## src/rtl/multicycle_ctrl_if.sv

```systemverilog
// Control bundle between the multi-cycle sequencer and the datapath.
// The datapath/testbench side drives run and the instruction fields.
interface multicycle_ctrl_if #(
  parameter int OPCODE_W = 6,
  parameter int FUNC_W   = 6,
  parameter int ALU_OP_W = 4,
  parameter int BR_OP_W  = 5,
  parameter int CNT_W    = 16
);
  logic                run;
  logic [OPCODE_W-1:0] opcode;
  logic [FUNC_W-1:0]   func;
  logic                ir_write;
  logic                pc_write;
  logic [1:0]          reg_write;
  logic                imm_mux_ctrl;
  logic                alu_mux_ctrl;
  logic [ALU_OP_W-1:0] alu_op;
  logic                dmem_enable;
  logic                dmem_write_enable;
  logic [1:0]          reg_write_mux_ctrl;
  logic [BR_OP_W-1:0]  br_op;
  logic                is_branch;
  logic                halted;
  logic                illegal;
  logic [CNT_W-1:0]    instr_count;

  modport master (
    output run, opcode, func,
    input  ir_write, pc_write, reg_write,
    input  imm_mux_ctrl, alu_mux_ctrl, alu_op,
    input  dmem_enable, dmem_write_enable,
    input  reg_write_mux_ctrl, br_op, is_branch,
    input  halted, illegal, instr_count
  );

  modport slave (
    input  run, opcode, func,
    output ir_write, pc_write, reg_write,
    output imm_mux_ctrl, alu_mux_ctrl, alu_op,
    output dmem_enable, dmem_write_enable,
    output reg_write_mux_ctrl, br_op, is_branch,
    output halted, illegal, instr_count
  );
endinterface

```

## src/rtl/multicycle_ctrl.sv

```systemverilog
// Multi-cycle control sequencer for the KGP mini-RISC datapath.
// Moore outputs decoded from state plus opcode/func latched in DECODE.
module multicycle_ctrl #(
  parameter int MEM_WAIT = 0,
  parameter int OPCODE_W = 6,
  parameter int FUNC_W   = 6,
  parameter int ALU_OP_W = 4,
  parameter int BR_OP_W  = 5,
  parameter int CNT_W    = 16
) (
  input logic             clk,
  input logic             rst,
  multicycle_ctrl_if.slave bus
);

  typedef enum logic [2:0] {
    S_IDLE,
    S_FETCH,
    S_DECODE,
    S_EXEC,
    S_MEM,
    S_WB,
    S_HALT
  } state_e;

  localparam logic [OPCODE_W-1:0] OP_R    = OPCODE_W'(0);
  localparam logic [OPCODE_W-1:0] OP_I    = OPCODE_W'(1);
  localparam logic [OPCODE_W-1:0] OP_LD   = OPCODE_W'(2);
  localparam logic [OPCODE_W-1:0] OP_ST   = OPCODE_W'(3);
  localparam logic [OPCODE_W-1:0] OP_BR   = OPCODE_W'(4);
  localparam logic [OPCODE_W-1:0] OP_HALT = '1;

  state_e              state_q, state_d;
  logic [OPCODE_W-1:0] op_q;
  logic [FUNC_W-1:0]   fn_q;
  logic [3:0]          wait_q;
  logic [CNT_W-1:0]    cnt_q;
  logic                retire;

  logic is_r, is_i, is_ld, is_st, is_br, link;
  logic mem_last, dec_ok;

  assign is_r     = (op_q == OP_R);
  assign is_i     = (op_q == OP_I);
  assign is_ld    = (op_q == OP_LD);
  assign is_st    = (op_q == OP_ST);
  assign is_br    = (op_q == OP_BR);
  assign link     = fn_q[FUNC_W-1];
  assign mem_last = (wait_q == 4'(MEM_WAIT));
  assign dec_ok   = (bus.opcode <= OP_BR) ||
                    (bus.opcode == OP_HALT);

  assign bus.instr_count = cnt_q;

  always_ff @(posedge clk or negedge rst) begin
    if (!rst) begin
      state_q <= S_IDLE;
      op_q    <= '0;
      fn_q    <= '0;
      wait_q  <= '0;
      cnt_q   <= '0;
    end else begin
      state_q <= state_d;
      if (state_q == S_DECODE) begin
        op_q <= bus.opcode;
        fn_q <= bus.func;
      end
      if (state_q == S_EXEC)
        wait_q <= '0;
      else if (state_q == S_MEM)
        wait_q <= wait_q + 4'd1;
      if (retire)
        cnt_q <= cnt_q + CNT_W'(1);
    end
  end

  always_comb begin
    state_d                = state_q;
    retire                 = 1'b0;
    bus.ir_write           = 1'b0;
    bus.pc_write           = 1'b0;
    bus.reg_write          = 2'b00;
    bus.imm_mux_ctrl       = 1'b0;
    bus.alu_mux_ctrl       = 1'b0;
    bus.alu_op             = '0;
    bus.dmem_enable        = 1'b0;
    bus.dmem_write_enable  = 1'b0;
    bus.reg_write_mux_ctrl = 2'b00;
    bus.br_op              = '0;
    bus.is_branch          = 1'b0;
    bus.halted             = 1'b0;
    bus.illegal            = 1'b0;

    unique case (state_q)
      S_IDLE: begin
        if (bus.run) state_d = S_FETCH;
      end
      S_FETCH: begin
        bus.ir_write = 1'b1;
        state_d      = S_DECODE;
      end
      S_DECODE: begin
        state_d = dec_ok ? S_EXEC : S_HALT;
      end
      S_EXEC: begin
        unique case (1'b1)
          is_r, is_i: begin
            bus.alu_op       = fn_q[ALU_OP_W-1:0];
            bus.alu_mux_ctrl = is_i;
            state_d          = S_WB;
          end
          is_ld, is_st: begin
            bus.alu_mux_ctrl = 1'b1;
            bus.imm_mux_ctrl = 1'b1;
            state_d          = S_MEM;
          end
          is_br: begin
            bus.is_branch = 1'b1;
            bus.br_op     = fn_q[BR_OP_W-1:0];
            bus.pc_write  = 1'b1;
            if (link) state_d = S_WB;
            else      retire  = 1'b1;
          end
          default: state_d = S_HALT;
        endcase
      end
      S_MEM: begin
        bus.dmem_enable       = 1'b1;
        bus.dmem_write_enable = is_st;
        bus.alu_mux_ctrl      = 1'b1;
        bus.imm_mux_ctrl      = 1'b1;
        if (mem_last) begin
          if (is_st) begin
            bus.pc_write = 1'b1;
            retire       = 1'b1;
          end else begin
            state_d = S_WB;
          end
        end
      end
      S_WB: begin
        retire = 1'b1;
        unique case (1'b1)
          is_br: bus.reg_write = 2'b10;
          is_ld: begin
            bus.reg_write          = 2'b01;
            bus.reg_write_mux_ctrl = 2'b01;
            bus.pc_write           = 1'b1;
          end
          default: begin
            bus.reg_write          = 2'b01;
            bus.reg_write_mux_ctrl = 2'b10;
            bus.pc_write           = 1'b1;
          end
        endcase
      end
      S_HALT: begin
        bus.halted  = 1'b1;
        bus.illegal = (op_q != OP_HALT);
      end
      default: state_d = S_IDLE;
    endcase

    // run only matters where an instruction retires
    if (retire) state_d = bus.run ? S_FETCH : S_IDLE;
  end

endmodule

```

## src/flat_wrapper.sv

```systemverilog
// flat-port wrapper written by rule: the top's interface ports become plain ports
module multicycle_ctrl_flat 
#(
  parameter int MEM_WAIT = 0,
  parameter int OPCODE_W = 6,
  parameter int FUNC_W   = 6,
  parameter int ALU_OP_W = 4,
  parameter int BR_OP_W  = 5,
  parameter int CNT_W    = 16
)
  (clk, rst, bus_run, bus_opcode, bus_func, bus_ir_write, bus_pc_write, bus_reg_write, bus_imm_mux_ctrl, bus_alu_mux_ctrl, bus_alu_op, bus_dmem_enable, bus_dmem_write_enable, bus_reg_write_mux_ctrl, bus_br_op, bus_is_branch, bus_halted, bus_illegal, bus_instr_count);
  multicycle_ctrl_if #(.OPCODE_W(OPCODE_W), .FUNC_W(FUNC_W), .ALU_OP_W(ALU_OP_W), .BR_OP_W(BR_OP_W), .CNT_W(CNT_W)) bus_i ();
  input logic clk;
  input logic rst;
  input wire logic [$bits(bus_i.run)-1:0] bus_run;
  input wire logic [$bits(bus_i.opcode)-1:0] bus_opcode;
  input wire logic [$bits(bus_i.func)-1:0] bus_func;
  output wire logic [$bits(bus_i.ir_write)-1:0] bus_ir_write;
  output wire logic [$bits(bus_i.pc_write)-1:0] bus_pc_write;
  output wire logic [$bits(bus_i.reg_write)-1:0] bus_reg_write;
  output wire logic [$bits(bus_i.imm_mux_ctrl)-1:0] bus_imm_mux_ctrl;
  output wire logic [$bits(bus_i.alu_mux_ctrl)-1:0] bus_alu_mux_ctrl;
  output wire logic [$bits(bus_i.alu_op)-1:0] bus_alu_op;
  output wire logic [$bits(bus_i.dmem_enable)-1:0] bus_dmem_enable;
  output wire logic [$bits(bus_i.dmem_write_enable)-1:0] bus_dmem_write_enable;
  output wire logic [$bits(bus_i.reg_write_mux_ctrl)-1:0] bus_reg_write_mux_ctrl;
  output wire logic [$bits(bus_i.br_op)-1:0] bus_br_op;
  output wire logic [$bits(bus_i.is_branch)-1:0] bus_is_branch;
  output wire logic [$bits(bus_i.halted)-1:0] bus_halted;
  output wire logic [$bits(bus_i.illegal)-1:0] bus_illegal;
  output wire logic [$bits(bus_i.instr_count)-1:0] bus_instr_count;
  assign bus_i.run = bus_run;
  assign bus_i.opcode = bus_opcode;
  assign bus_i.func = bus_func;
  assign bus_ir_write = bus_i.ir_write;
  assign bus_pc_write = bus_i.pc_write;
  assign bus_reg_write = bus_i.reg_write;
  assign bus_imm_mux_ctrl = bus_i.imm_mux_ctrl;
  assign bus_alu_mux_ctrl = bus_i.alu_mux_ctrl;
  assign bus_alu_op = bus_i.alu_op;
  assign bus_dmem_enable = bus_i.dmem_enable;
  assign bus_dmem_write_enable = bus_i.dmem_write_enable;
  assign bus_reg_write_mux_ctrl = bus_i.reg_write_mux_ctrl;
  assign bus_br_op = bus_i.br_op;
  assign bus_is_branch = bus_i.is_branch;
  assign bus_halted = bus_i.halted;
  assign bus_illegal = bus_i.illegal;
  assign bus_instr_count = bus_i.instr_count;
  multicycle_ctrl #(.MEM_WAIT(MEM_WAIT), .OPCODE_W(OPCODE_W), .FUNC_W(FUNC_W), .ALU_OP_W(ALU_OP_W), .BR_OP_W(BR_OP_W), .CNT_W(CNT_W)) u_core (.clk(clk), .rst(rst), .bus(bus_i));
endmodule
```

## config.mk

```make
export PLATFORM = sky130hd
export DESIGN_NAME = multicycle_ctrl_flat
export DESIGN_NICKNAME = d
export VERILOG_FILES = /design/src/rtl/multicycle_ctrl_if.sv /design/src/rtl/multicycle_ctrl.sv /design/src/flat_wrapper.sv
export SDC_FILE = /design/constraint.sdc
export NUM_CORES = 1
export LEC_CHECK = 0
export CORE_UTILIZATION = 43
export CTS_CLUSTER_DIAMETER = 100
export DETAILED_ROUTE_END_ITERATION = 12
export HOLD_SLACK_MARGIN = 0.12
export PLACE_DENSITY = 0.82
export SLEW_MARGIN = 40
export SYNTH_ARGS = -nofsm -noshare
export SYNTH_HDL_FRONTEND = slang
export SYNTH_SLANG_ARGS = --single-unit
```

## constraint.sdc

```tcl
create_clock -name clk -period 1.9 [get_ports clk]
set_clock_uncertainty 0.1 [all_clocks]
set_input_delay 0.475 -clock clk [delete_from_list [all_inputs] [get_ports clk]]
set_output_delay 0.475 -clock clk [all_outputs]
set_load 0.05 [all_outputs]
```

[After elaboration in Yosys (flattened, before gate mapping)]
Cells that the tools add are included.
Word-level totals
  bits in registers: 35
  latch bits: 0
  bits in writable memories: 0
  memory bits (read-only): 0
  bits of input ports: 15
  word-level logic and storage cells: 71
  memories: 0
Operators by class
  add/sub/neg operators: 2
  $mul: 0
  div/mod/pow operators: 0
  $lt $le $gt $ge: 1
  equality and inequality tests: 17
  shift-type cells: 0
  muxes and demuxes: 37
  bitwise gates (word level): 0
  reductions and logical operators: 9
Operators by type and width (count)
  3-bit 2-to-1 mux: 6
  3-bit one-hot mux with 6 select lines: 1
  16-bit by 1-bit adder with 16-bit output (second input constant): 1
  4-bit 2-to-1 mux: 4
  1-bit 2-to-1 mux: 14
  6-bit by 2-bit equality test with 1-bit output (second input constant): 2
  5-bit 2-to-1 mux: 2
  3-bit equality test (second input constant): 3
  3-bit one-hot mux with 3 select lines: 1
  3-bit by 2-bit equality test with 1-bit output (second input constant): 2
  6-bit by 1-bit equality test with 1-bit output (second input constant): 1
  6-bit by 3-bit equality test with 1-bit output (second input constant): 1
  6-bit equality test (second input constant): 1
  6-bit by 3-bit less-or-equal comparator with 1-bit output (second input constant): 1
  6-bit logical NOT: 1
  2-bit 2-to-1 mux: 3
  3-bit by 2-bit inequality test with 1-bit output (second input constant): 2
  6-bit inequality test (second input constant): 1
  1-bit one-hot mux with 2 select lines: 3
  1-bit one-hot mux with 3 select lines: 2
  2-bit OR reduction: 3
  5-bit AND reduction: 1
  4-bit by 1-bit adder with 4-bit output (second input constant): 1
  4-bit logical NOT: 1
  other kinds (8): 8

[Depth between registers and ports, before layout]
  word-level depth: 6
  gate-level depth with buffers: 9

[Least setup slack after synthesis]
No wires, ideal clock.
  path type: register to output
  start: register u_core.state_q[0]
  end: output bus_reg_write_mux_ctrl[0]
  data arrival time: 2.412 ns
  data required time: 1.325 ns
  slack: -1.087 ns
  cell stages (with the launch flop): 4
  path buffers: 1
  cells stage by stage: dfrtp_1 clkbuf_1 nand3b_1 nor4_1
Between the ends
  word-level cells in the longest chain between the ends: 2
RTL lines
  start, declared: RTL line multicycle_ctrl.sv:33  | state_e state_q, state_d;
  start signal, assigned: RTL line multicycle_ctrl.sv:63  | state_q <= state_d;
  3-bit equality test: RTL line multicycle_ctrl.sv:94  | unique case (state_q)
  2-bit 2-to-1 mux: RTL line multicycle_ctrl.sv:94
  end, declared: RTL line flat_wrapper.sv:26  | output wire logic [$bits(bus_i.reg_write_mux_ctrl)-1:0] bus_reg_write_mux_ctrl;
Every way passes these cells.

[Final worst setup path]
  start: register u_core.op_q[5]
  end: output bus_br_op[4]
Between the ends
  word-level cells in the longest chain between the ends: 3
RTL lines
  start, declared: RTL line multicycle_ctrl.sv:34  | logic [OPCODE_W-1:0] op_q;
  start signal, assigned: RTL line multicycle_ctrl.sv:65  | op_q <= bus.opcode;
  6-bit by 3-bit equality test with 1-bit output: RTL line multicycle_ctrl.sv:47  | assign is_br = (op_q == OP_BR);
  5-bit 2-to-1 mux: RTL line multicycle_ctrl.sv:106  | unique case (1'b1)
  5-bit 2-to-1 mux: RTL line multicycle_ctrl.sv:94
  end, declared: RTL line flat_wrapper.sv:27  | output wire logic [$bits(bus_i.br_op)-1:0] bus_br_op;
Every way passes these cells.

==> run metrics <==
outcome=complete, but fails checks; violations in the final reports=setup timing; WHS=387.7 ps; area of the multi-input gates=1199 sq um; die extent in x=68.57 microns; Synth cell types=41; flop and latch count out of synthesis=35; via count of the first global-routing pass=2017; mux share of post-synthesis cell area=0.07682; number of H-tree branching levels=2; post-layout minimum cycle time=2321 ps; Max transition margin=0.5517; leakage power=0.001620 uW; mean routed wirelength per cell=22.13 microns; leading cell type in the layout, fill and taps excluded=sky130_fd_sc_hd__buf_4; clock buffers created by TritonCTS=5; final global-route overflow total=0; synthesized-area fraction occupied by and/or/nand/nor cells=0.2449; share of the synthesized area in compound gates (AO/OA/AOI/OAI)=0.06829; CP arrival=1750 ps; class of the most critical setup path=reg2out; proportion of synthesized chip area in sequential cells=0.4596; worst reg-to-reg path cell count=9; share of async-settable or async-resettable flops after synthesis=1.000; register area=879.6 sq um; starting utilization of the core area=0.4631; clock tree root driver cell=sky130_fd_sc_hd__clkbuf_8; xor/xnor share of the synthesized area=0.08273; startpoint of the worst setup timing path=u_core.op_q[5]; setup repair after global routing missed its margin=true; number of antenna violations at the first check in global routing=0; antenna viol nets, final=0; fin nets=303; number of cells on the worst hold path=1; FILL cells=167; Ant. Diodes=0; ratio of total power to cell area=1484 nW/um^2; Max Transition Viols Final=0; maximum number of pins on one net before global-route repair=36; final cell utilization of the core=0.8820; number of top-level design ports=53; Setup crit end kind=output port; number of synthesized flops with an enable pin=0; class of the worst hold path=reg2reg; number of buffers added on ports=52; Synth-to-Final Area Change=90.48%; dominant combinational cell family by area after synthesis=simple AND/OR/NAND/NOR gates; clock tree from TritonCTS=done; Critical Path RT=1320 ps; timing-limited maximum frequency=0.4308 GHz; slew at the pin with the worst max-slew slack=655.5 ps; Via density=5.890; height of the die=68.57 microns; final worst-path cycle share=1.222; count of max-cap constraint violations=0; critical path launch point type=flip-flop; prevailing post-synth register cell=sky130_fd_sc_hd__dfrtp_1; Cells after Synth=177; netlist area before placement=1906 sq um; Clock Latency Late Sink=290 ps; Core Rows=23; capturing element of the worst setup path=bus_br_op[4]; global-route usage over all layers=0.3169; Worst Slack Setup Final=-421.4 ps; endpoint of the most critical register-to-register path=u_core.bus.instr_count[8]; Synth warnings=0; wire length reported by the detailed router=7.437 mm; Final setup violation count=39; Reg-to-Reg Start=u_core.op_q[3]; first-pass GRT wire length=10.35 mm; Mapped Nets=195; worst voltage drop across the vdd grid=1189 uV; post-synthesis adder-cell area fraction=0.01970; placer's final routability congestion estimate=0.8666; vias=1979; highest net fanout along the worst path=6; Avg Inst Size Synth=10.77 sq um; dpl hpwl=3.774 mm; setup slack of the worst register-to-register path=-360 ps; share of post-route cells with drive strength above 1=0.5804; DIE AREA=4702 sq um; final hold vios=0; leading cell types in the layout, fill and taps excluded=sky130_fd_sc_hd__buf_4 (39), sky130_fd_sc_hd__dfrtp_1 (32), sky130_fd_sc_hd__buf_12 (30), sky130_fd_sc_hd__buf_6 (24), sky130_fd_sc_hd__nand4_1 (15); initial drt markers=129; final routed DRC violation total=0; number of sinks handled by clock tree synthesis=35; area of the core region=4115 sq um; clock transition time at the flip-flop clock pins of the worst setup and hold paths=70 ps; buffers from clock root to sink, at most=2; DRT Pass-1 Iters=4
## routing by layer
metal  vias to the layer above  share of wire  GRT usage
met5                         -              0          0
met4                         0          0.051     0.1745
met3                        43          0.065    0.06743
met2                       118           0.53     0.5466
met1                       972           0.35     0.3635
li1                        846              -          -
## registers in the layout, summed over array words and instances (netlist names)
name and count:
u_core.bus.instr_count 16, u_core.fn_q 6, u_core.op_q 6, u_core.wait_q 4, u_core.state_q 3
## worst max-delay path, stage by stage, from the launching register on
cell and delay (ps):
sky130_fd_sc_hd__dfrtp_2 450, sky130_fd_sc_hd__nor3_4 310, sky130_fd_sc_hd__nand4_4 190, sky130_fd_sc_hd__clkinvlp_4 190, sky130_fd_sc_hd__and2_4 180, sky130_fd_sc_hd__buf_12 130
## power breakdown
| group | internal (uW) | leakage (uW) | switching (uW) |
|---|---|---|---|
| Clock | 331 | 0.0000515 | 279 |
| Combinational | 1740 | 0.00113 | 1720 |
| Sequential | 996 | 0.000443 | 324 |
## synth_stat cells (2+ instances only)
library cell | instances | share of area
sky130_fd_sc_hd__nor3b_1 | 4 | 0.016
sky130_fd_sc_hd__nand3b_1 | 2 | 0.0079
sky130_fd_sc_hd__and2_1 | 10 | 0.033
sky130_fd_sc_hd__o21ai_0 | 5 | 0.013
sky130_fd_sc_hd__nand4_1 | 15 | 0.049
sky130_fd_sc_hd__nor2_1 | 10 | 0.020
sky130_fd_sc_hd__nor4_1 | 2 | 0.0066
sky130_fd_sc_hd__mux2_2 | 13 | 0.077
sky130_fd_sc_hd__nand3_1 | 2 | 0.0053
sky130_fd_sc_hd__dfrtp_1 | 35 | 0.46
sky130_fd_sc_hd__inv_1 | 6 | 0.012
sky130_fd_sc_hd__buf_6 | 3 | 0.018
sky130_fd_sc_hd__clkbuf_1 | 2 | 0.0039
sky130_fd_sc_hd__and3_1 | 7 | 0.023
sky130_fd_sc_hd__xnor2_1 | 15 | 0.069
sky130_fd_sc_hd__nand2_1 | 14 | 0.028
sky130_fd_sc_hd__ha_1 | 3 | 0.020
sky130_fd_sc_hd__a21oi_1 | 4 | 0.011
sky130_fd_sc_hd__xor2_1 | 3 | 0.014
## through the flow
step	cells	total power (uW)	setup slack, ps	cell area, sq um	TNS [ps]
finish	336	5385	-421.4	3630	-10830
global route	336	5597	-526.6	3630	-14490
CTS	332	5056	-354.1	3517	-8296
detailed placement	305	3910	-210.3	3099	-2465
global placement	305	3835	-136.0	3099	-1756
floorplan	177	2815	-424.3	2059	-2663
## final cells by class
class                      instances  area share
clock buffer                       8     0.02758
inverter                           6    0.008273
multi-input combinational        128      0.3302
sequential                        35      0.2423
tap                               50     0.01724
timing repair buffer             109      0.3744
## logic make-up after synthesis
logic type      count (synthesis)
xor+xnor                       18
mux                            13
fa+ha+maj                       3
flops                          35
buf+inv                        14
compound gates                 18
simple gates                   76
## worst min path at each step
stage / start / to
CTS: u_core.bus.instr_count[11] / u_core.bus.instr_count[11]
global placement: u_core.bus.instr_count[15] / u_core.bus.instr_count[15]
finish: u_core.bus.instr_count[15] / u_core.bus.instr_count[15]
detailed placement: u_core.bus.instr_count[15] / u_core.bus.instr_count[15]
floorplan: rst / u_core.bus.instr_count[0]
global route: u_core.bus.instr_count[11] / u_core.bus.instr_count[11]
## what timing repair did
item | 4_1_cts | 5_1_grt
hold buffers | 0 | 0
setup endpoints to repair | 37 | 40
setup buffers | 17 | 8
pin swaps | 19 | 18
resized for setup | 33 | 22
cloned | 2 | 0
Power figures use the tool's default switching activity.
